<file path="config.mk">
export PLATFORM = sky130hd
export DESIGN_NAME = riscv_fetch_buffer
export DESIGN_NICKNAME = d
export VERILOG_FILES = /design/src/rtl/riscv_fetch_pkg.sv /design/src/rtl/riscv_fetch_fifo.sv /design/src/rtl/riscv_fetch_buffer.sv
export SDC_FILE = /design/constraint.sdc
export NUM_CORES = 1
export LEC_CHECK = 0
export CORE_MARGIN = 4
export CORE_UTILIZATION = 40
export DETAILED_ROUTE_END_ITERATION = 7
export GPL_TIMING_DRIVEN = 0
export PLACE_DENSITY = 0.61
export SLEW_MARGIN = 10
export SYNTH_ARGS = -nofsm -noshare
export SYNTH_HDL_FRONTEND = slang
export SYNTH_SLANG_ARGS = --single-unit
export TNS_END_PERCENT = 20
</file>
<file path="constraint.sdc">
create_clock -name clk -period 3.9 [get_ports clk]
set_input_delay 0.78 -clock clk [delete_from_list [all_inputs] [get_ports clk]]
set_output_delay 0.78 -clock clk [all_outputs]
set_load 0.02 [all_outputs]
</file>
<file path="src/rtl/riscv_fetch_pkg.sv">
// Shared types and defaults for the instruction prefetch buffer.
// Fetch entries pair an instruction word with the PC it was fetched from.
package riscv_fetch_pkg;

    localparam int FETCH_DEPTH  = 4;
    localparam int FETCH_ADDR_W = 32;
    localparam int FETCH_DATA_W = 32;

    typedef enum logic {
        BOOT = 1'b0,
        RUN  = 1'b1
    } fetch_state_e;

    typedef struct packed {
        logic [FETCH_ADDR_W-1:0] pc;
        logic [FETCH_DATA_W-1:0] instr;
    } fetch_entry_t;

endpackage

</file>
<file path="src/rtl/riscv_fetch_fifo.sv">
// Small synchronous FIFO of fetch entries with push, pop and flush.
// Flush wins over push/pop; push into a full FIFO is accepted only alongside a pop.
module riscv_fetch_fifo
    import riscv_fetch_pkg::*;
#(
    parameter  int DEPTH = FETCH_DEPTH,
    localparam int PTR_W = $clog2(DEPTH),
    localparam int CNT_W = $clog2(DEPTH) + 1
) (
    input  logic               clk,
    input  logic               rst_n,
    input  logic               push,
    input  fetch_entry_t       pushEntry,
    input  logic               pop,
    input  logic               flush,
    output fetch_entry_t       headEntry,
    output logic               full,
    output logic               empty,
    output logic [CNT_W-1:0]   count
);

    fetch_entry_t     memArray [DEPTH];
    logic [PTR_W-1:0] wrPtrReg;
    logic [PTR_W-1:0] rdPtrReg;
    logic [CNT_W-1:0] countReg;
    logic             doPush;
    logic             doPop;

    assign full  = (countReg == CNT_W'(DEPTH));
    assign empty = (countReg == '0);
    assign count = countReg;

    assign doPush = push && (!full || pop);
    assign doPop  = pop && !empty;

    always_ff @(posedge clk or negedge rst_n) begin
        if (!rst_n) begin
            wrPtrReg <= '0;
            rdPtrReg <= '0;
            countReg <= '0;
        end else if (flush) begin
            wrPtrReg <= '0;
            rdPtrReg <= '0;
            countReg <= '0;
        end else begin
            if (doPush) begin
                wrPtrReg <= wrPtrReg + PTR_W'(1);
            end
            if (doPop) begin
                rdPtrReg <= rdPtrReg + PTR_W'(1);
            end
            countReg <= countReg + CNT_W'(doPush) - CNT_W'(doPop);
        end
    end

    // Storage carries no reset; the head is masked while empty instead.
    always_ff @(posedge clk) begin
        if (doPush && !flush) begin
            memArray[wrPtrReg] <= pushEntry;
        end
    end

    assign headEntry = empty ? '0 : memArray[rdPtrReg];

endmodule

</file>
<file path="src/rtl/riscv_fetch_buffer.sv">
// Instruction prefetch buffer: issues sequential word fetches, queues responses
// with their PCs, and flushes on redirect while discarding in-flight old-stream data.
module riscv_fetch_buffer
    import riscv_fetch_pkg::*;
#(
    parameter int DEPTH  = FETCH_DEPTH,
    parameter int ADDR_W = FETCH_ADDR_W,
    parameter int DATA_W = FETCH_DATA_W
) (
    input  logic              clk,
    input  logic              rst_n,
    input  logic [ADDR_W-1:0] i_boot_addr,
    input  logic              i_redirect,
    input  logic [ADDR_W-1:0] i_redirect_pc,
    input  logic              i_stall,
    output logic              o_instr_valid,
    output logic [DATA_W-1:0] o_instr,
    output logic [ADDR_W-1:0] o_pc,
    output logic              o_req,
    output logic [ADDR_W-1:0] o_addr,
    input  logic              i_gnt,
    input  logic              i_rvalid,
    input  logic [DATA_W-1:0] i_rdata
);

    localparam int CNT_W = $clog2(DEPTH) + 1;
    localparam logic [ADDR_W-1:0] ALIGN_MASK = ~ADDR_W'(3);
    localparam logic [ADDR_W-1:0] WORD_STEP  = ADDR_W'(4);

    fetch_state_e     stateReg, stateNext;
    logic [ADDR_W-1:0] fetchPcReg, fetchPcNext;
    logic [ADDR_W-1:0] respPcReg, respPcNext;
    logic [ADDR_W-1:0] staleAddrReg, staleAddrNext;
    logic [CNT_W-1:0]  outstandingReg, outstandingNext;
    logic [CNT_W-1:0]  discardReg, discardNext;
    logic              reqPendingReg, reqPendingNext;
    logic              staleReg, staleNext;

    logic              reqOut;
    logic              reqAccept;
    logic [CNT_W:0]    creditSum;
    logic              fifoPush, fifoPop, fifoFlush;
    logic              fifoFull, fifoEmpty;
    logic [CNT_W-1:0]  fifoCount;
    fetch_entry_t      pushEntry, headEntry;
    logic [ADDR_W-1:0] bootAligned, redirAligned;

    assign bootAligned  = i_boot_addr & ALIGN_MASK;
    assign redirAligned = i_redirect_pc & ALIGN_MASK;
    assign creditSum    = {1'b0, fifoCount} + {1'b0, outstandingReg};

    always_ff @(posedge clk or negedge rst_n) begin
        if (!rst_n) begin
            stateReg       <= BOOT;
            fetchPcReg     <= '0;
            respPcReg      <= '0;
            staleAddrReg   <= '0;
            outstandingReg <= '0;
            discardReg     <= '0;
            reqPendingReg  <= 1'b0;
            staleReg       <= 1'b0;
        end else begin
            stateReg       <= stateNext;
            fetchPcReg     <= fetchPcNext;
            respPcReg      <= respPcNext;
            staleAddrReg   <= staleAddrNext;
            outstandingReg <= outstandingNext;
            discardReg     <= discardNext;
            reqPendingReg  <= reqPendingNext;
            staleReg       <= staleNext;
        end
    end

    always_comb begin
        stateNext       = stateReg;
        fetchPcNext     = fetchPcReg;
        respPcNext      = respPcReg;
        staleAddrNext   = staleAddrReg;
        outstandingNext = outstandingReg;
        discardNext     = discardReg;
        reqPendingNext  = reqPendingReg;
        staleNext       = staleReg;
        reqOut          = 1'b0;
        reqAccept       = 1'b0;
        fifoPush        = 1'b0;
        fifoPop         = 1'b0;
        fifoFlush       = 1'b0;

        case (stateReg)
            BOOT: begin
                stateNext   = RUN;
                fetchPcNext = bootAligned;
                respPcNext  = bootAligned;
            end
            RUN: begin
                // Credit covers buffered plus in-flight words so responses never stall.
                reqOut          = reqPendingReg || (creditSum < (CNT_W + 1)'(DEPTH));
                reqAccept       = reqOut && i_gnt;
                reqPendingNext  = reqOut && !i_gnt;
                outstandingNext = outstandingReg + CNT_W'(reqAccept) - CNT_W'(i_rvalid);

                // A stale request was issued before a redirect; its grant must not
                // advance the new-stream fetch address.
                if (reqAccept) begin
                    if (staleReg) begin
                        staleNext = 1'b0;
                    end else begin
                        fetchPcNext = fetchPcReg + WORD_STEP;
                    end
                end

                if (i_redirect) begin
                    fifoFlush   = 1'b1;
                    fetchPcNext = redirAligned;
                    respPcNext  = redirAligned;
                    discardNext = outstandingNext + CNT_W'(reqPendingNext);
                    if (reqPendingNext && !staleReg) begin
                        staleNext     = 1'b1;
                        staleAddrNext = fetchPcReg;
                    end
                end else begin
                    fifoPop = !fifoEmpty && !i_stall;
                    if (i_rvalid) begin
                        if (discardReg != '0) begin
                            discardNext = discardReg - CNT_W'(1);
                        end else begin
                            fifoPush   = !fifoFull || fifoPop;
                            respPcNext = respPcReg + WORD_STEP;
                        end
                    end
                end
            end
            default: stateNext = BOOT;
        endcase
    end

    assign pushEntry = '{pc: respPcReg, instr: i_rdata};

    riscv_fetch_fifo #(
        .DEPTH(DEPTH)
    ) u_fifo (
        .clk       (clk),
        .rst_n     (rst_n),
        .push      (fifoPush),
        .pushEntry (pushEntry),
        .pop       (fifoPop),
        .flush     (fifoFlush),
        .headEntry (headEntry),
        .full      (fifoFull),
        .empty     (fifoEmpty),
        .count     (fifoCount)
    );

    assign o_req         = reqOut;
    assign o_addr        = staleReg ? staleAddrReg : fetchPcReg;
    assign o_instr_valid = !fifoEmpty;
    assign o_instr       = headEntry.instr;
    assign o_pc          = headEntry.pc;

endmodule

</file>
==> results.toml <==
[sta]
finalCritPeriodShare = 0.9743
period_needed_ps = 3800
fmax_ghz = 0.2632
finalMaxSlewViolations = 0
worstMarginPinSlew_ps = 1075
rsz0062_at_grt = "true"
setup_viol_count_final = 0
skew_ps = 12.71
relSlewSlack = 0.2767
hold_violations = 0

[min_path]
hold_path_class = "primary input to async pin"

[power]
power.share.sequential = 0.367
clock_power_share = 0.288
vdd_drop_max_uv = 262.6
swShare = 0.3242
power.internal_uw = 8571
leakage_uw = 0.006970
p_per_area_mw_per_mm2 = 638.0
combPwrFrac = 0.345
netSwitchingPower_uw = 4113

[global_route]
grt_pass1_vias = 10620
grt_usage = 0.1838
grt_pass1_wl_mm = 62.87
antenna_found_initial = 0
grt_max_degree = 64
grt-ovfl-total = 0

[worst_setup_path]
start_kind = "register"
required_ps = 3120
crit_fanout = 10
end_kind = "output port"
arrival_ps = 3020
path_class = "register to output port"

[synth]
async_flop_share = 0.2994
ys_types = 79
synth_area_leaders = "edfxtp_1 47%, dfrtp_1 17%, mux4_2 8.8%"
synth_top_cell_by_area = "edfxtp_1"
synth_top_area_share = 0.4688
synth-edff-count = 248
ys_seq_elements = 354
synth_warnings = 0
syn_inst = 1095
synth_seq_area_share = 0.6358
synth_area_mm2 = 0.01589
synth_area_per_cell_um2 = 14.51
synthFlopType = "edfxtp_1"

[detailed_routing]
vias = 10400
drt_iter0_drc = 741
wl_per_cell_um = 21.50
wirelength_mm = 40.47
drc = 0
ant_nets = 0
avgViaCountPerCell = 5.524
first_pass_iters = 5

[cells_and_area]
regArea_mm2 = 0.01010
fillCellCount = 3346
area_delta_synth_final_pct = 25.15
nets = 1454
multi_input_area_mm2 = 0.005433
num_antenna_cells = 0
utilization = 0.5108
drive_gt1_frac = 0.1642
stdcell_area_mm2 = 0.01988
final_cells = 1882

[clocking]
clkTransAtPathRegs_ps = 60
cts_root_buf = "clkbuf_16"
cts_sinks = 354
clk_latency_ps = 540
ctsHtreeMaxLevel = 2
cts_buffers = 39
tritoncts = "yes"
clockBufferDepth = 3
holdBufCountCts = 0

[floorplanning]
dieArea_mm2 = 0.04297
start_util = 0.4082
ios = 200
fp.dieW_um = 207.3
placeableCoreArea_mm2 = 0.03892
rows = 72
fp.dieH_um = 207.3

[place]
placed_area_mm2 = 0.01861
dpl.hpwl_mm = 28.18
io_buffers = 191
gp_congestion = 0.8821
dp_cells = 1812

[run_status]
status = "finished, final reports clean"

[flow_run]
drv_cap = 0
## worst paths after layout
kind                            slack, ps  cells after the start              end             from
worst min-delay path                  170                      1  staleAddrReg[8]            rst_n
max in group asynchronous            3030                      2   fetchPcReg[31]            rst_n
worst min register to register        480                      1  staleAddrReg[3]  staleAddrReg[3]
worst max-delay path                  100                      5       o_addr[30]         staleReg
min in group clk                      480                      1  staleAddrReg[3]  staleAddrReg[3]
worst max register to register        760                     11    discardReg[2]  u_fifo.count[1]
## critical path: stages, from the launching register on
cell and delay (ps):
dfrtp_1 320, clkbuf_1 400, buf_2 360, buf_1 450
mux2_2 400, clkdlybuf4s50_1 550
## what timing repair did
item | 4_1_cts | 5_1_grt
pin swaps | 0 | 0
resized for setup | 3 | 2
setup buffers | 0 | 0
setup endpoints to repair | 78 | 16
## cells in the final DEF, fill, tap and decap left out, types with 12 or more instances in the layout
cell / netlist / layout
clkinv_1: 0 / 12
buf_2: 17 / 17
dfrtp_1: 106 / 106
edfxtp_1: 248 / 248
clkbuf_1: 37 / 38
mux2_2: 53 / 53
mux4_2: 62 / 62
nor4_1: 14 / 14
inv_1: 23 / 23
nor2b_1: 62 / 62
nand4_1: 16 / 16
clkdlybuf4s50_1: 0 / 190
o21ai_1: 12 / 12
a21oi_1: 78 / 78
ha_1: 16 / 16
nand2_1: 48 / 48
o31ai_1: 15 / 15
o21ai_0: 34 / 34
nand3_1: 31 / 31
nor2_1: 37 / 37
a22oi_1: 28 / 28
clkbuf_16: 0 / 39
nor3_1: 14 / 14
## flip-flops by register name, summed over array words and instances, names as in the netlist, 2 cells and up
register and cells:
u_fifo.count 3, fetchPcReg 30, u_fifo.rdPtrReg 2, u_fifo.memArray 248, u_fifo.wrPtrReg 2, staleAddrReg 30
discardReg 3, outstandingReg 3, respPcReg 30
## per-stage QoR
stage	hold WS [ps]	total power (uW)	TNS [ps]	setup slack (ps)
floorplan	452.2	7233	0	456.8
global placement	464.5	9102	-690760	-2380
detailed placement	476.0	9153	0	76.56
CTS	175.4	12850	0	43.08
global route	189.0	13320	-26.82	-14.62
finish	170.9	12680	0	100.2
## area by class of cell
type                            count  area share
Multi-Input combinational cell    654      0.2733
Sequential cell                   354      0.5080
Clock inverter                     28     0.01410
Buffer                             65     0.01448
Clock buffer                       43     0.04985
Timing Repair Buffer              196      0.1032
Inverter                           24    0.004531
Tap cell                          518     0.03260
## synthesized netlist by cell type, types with 8 or more instances
cell / count
edfxtp_1: 248
dfrtp_1: 106
a21oi_1: 78
mux4_2: 62
nor2b_1: 62
mux2_2: 53
nand2_1: 48
clkbuf_1: 37
nor2_1: 37
o21ai_0: 34
nand3_1: 31
a22oi_1: 28
inv_1: 23
buf_2: 17
ha_1: 16
nand4_1: 16
o31ai_1: 15
nor3_1: 14
nor4_1: 14
o21ai_1: 12
and2_1: 9
and3_1: 9
buf_1: 8
## power by group through the flow
stage	combinational, uW	sequential [uW]	clock (uW)
after detailed placement	4430	4720	0
after global routing	4720	4700	3910
after floorplan	2620	4610	0
final	4370	4660	3660
after CTS	4450	4650	3750
after global placement	4400	4710	0
## cells by family (layout without fill, tap and decap cells)
logic type,count (synthesis),after routing,share of synthesized area
flops,354,354,0.6358
simple gates,270,270,0.09609
compound gates,232,232,0.09499
mux,121,121,0.1296
buf+inv,90,356,0.02355
fa+ha+maj,18,18,0.01512
xor+xnor,8,8,0.004411
other cells,2,5,0.0004728
## per-layer routing
| layer | vias up | GRT usage | wire [um] |
|---|---|---|---|
| met1 | 5206 | 0.2607 | 18370 |
| met5 | - | 0 | 0 |
| met3 | 69 | 0.03491 | 2264 |
| met4 | 0 | 0.05882 | 1095 |
| met2 | 356 | 0.2897 | 18730 |
| li1 | 4765 | - | - |
Power figures use the tool's default switching activity.
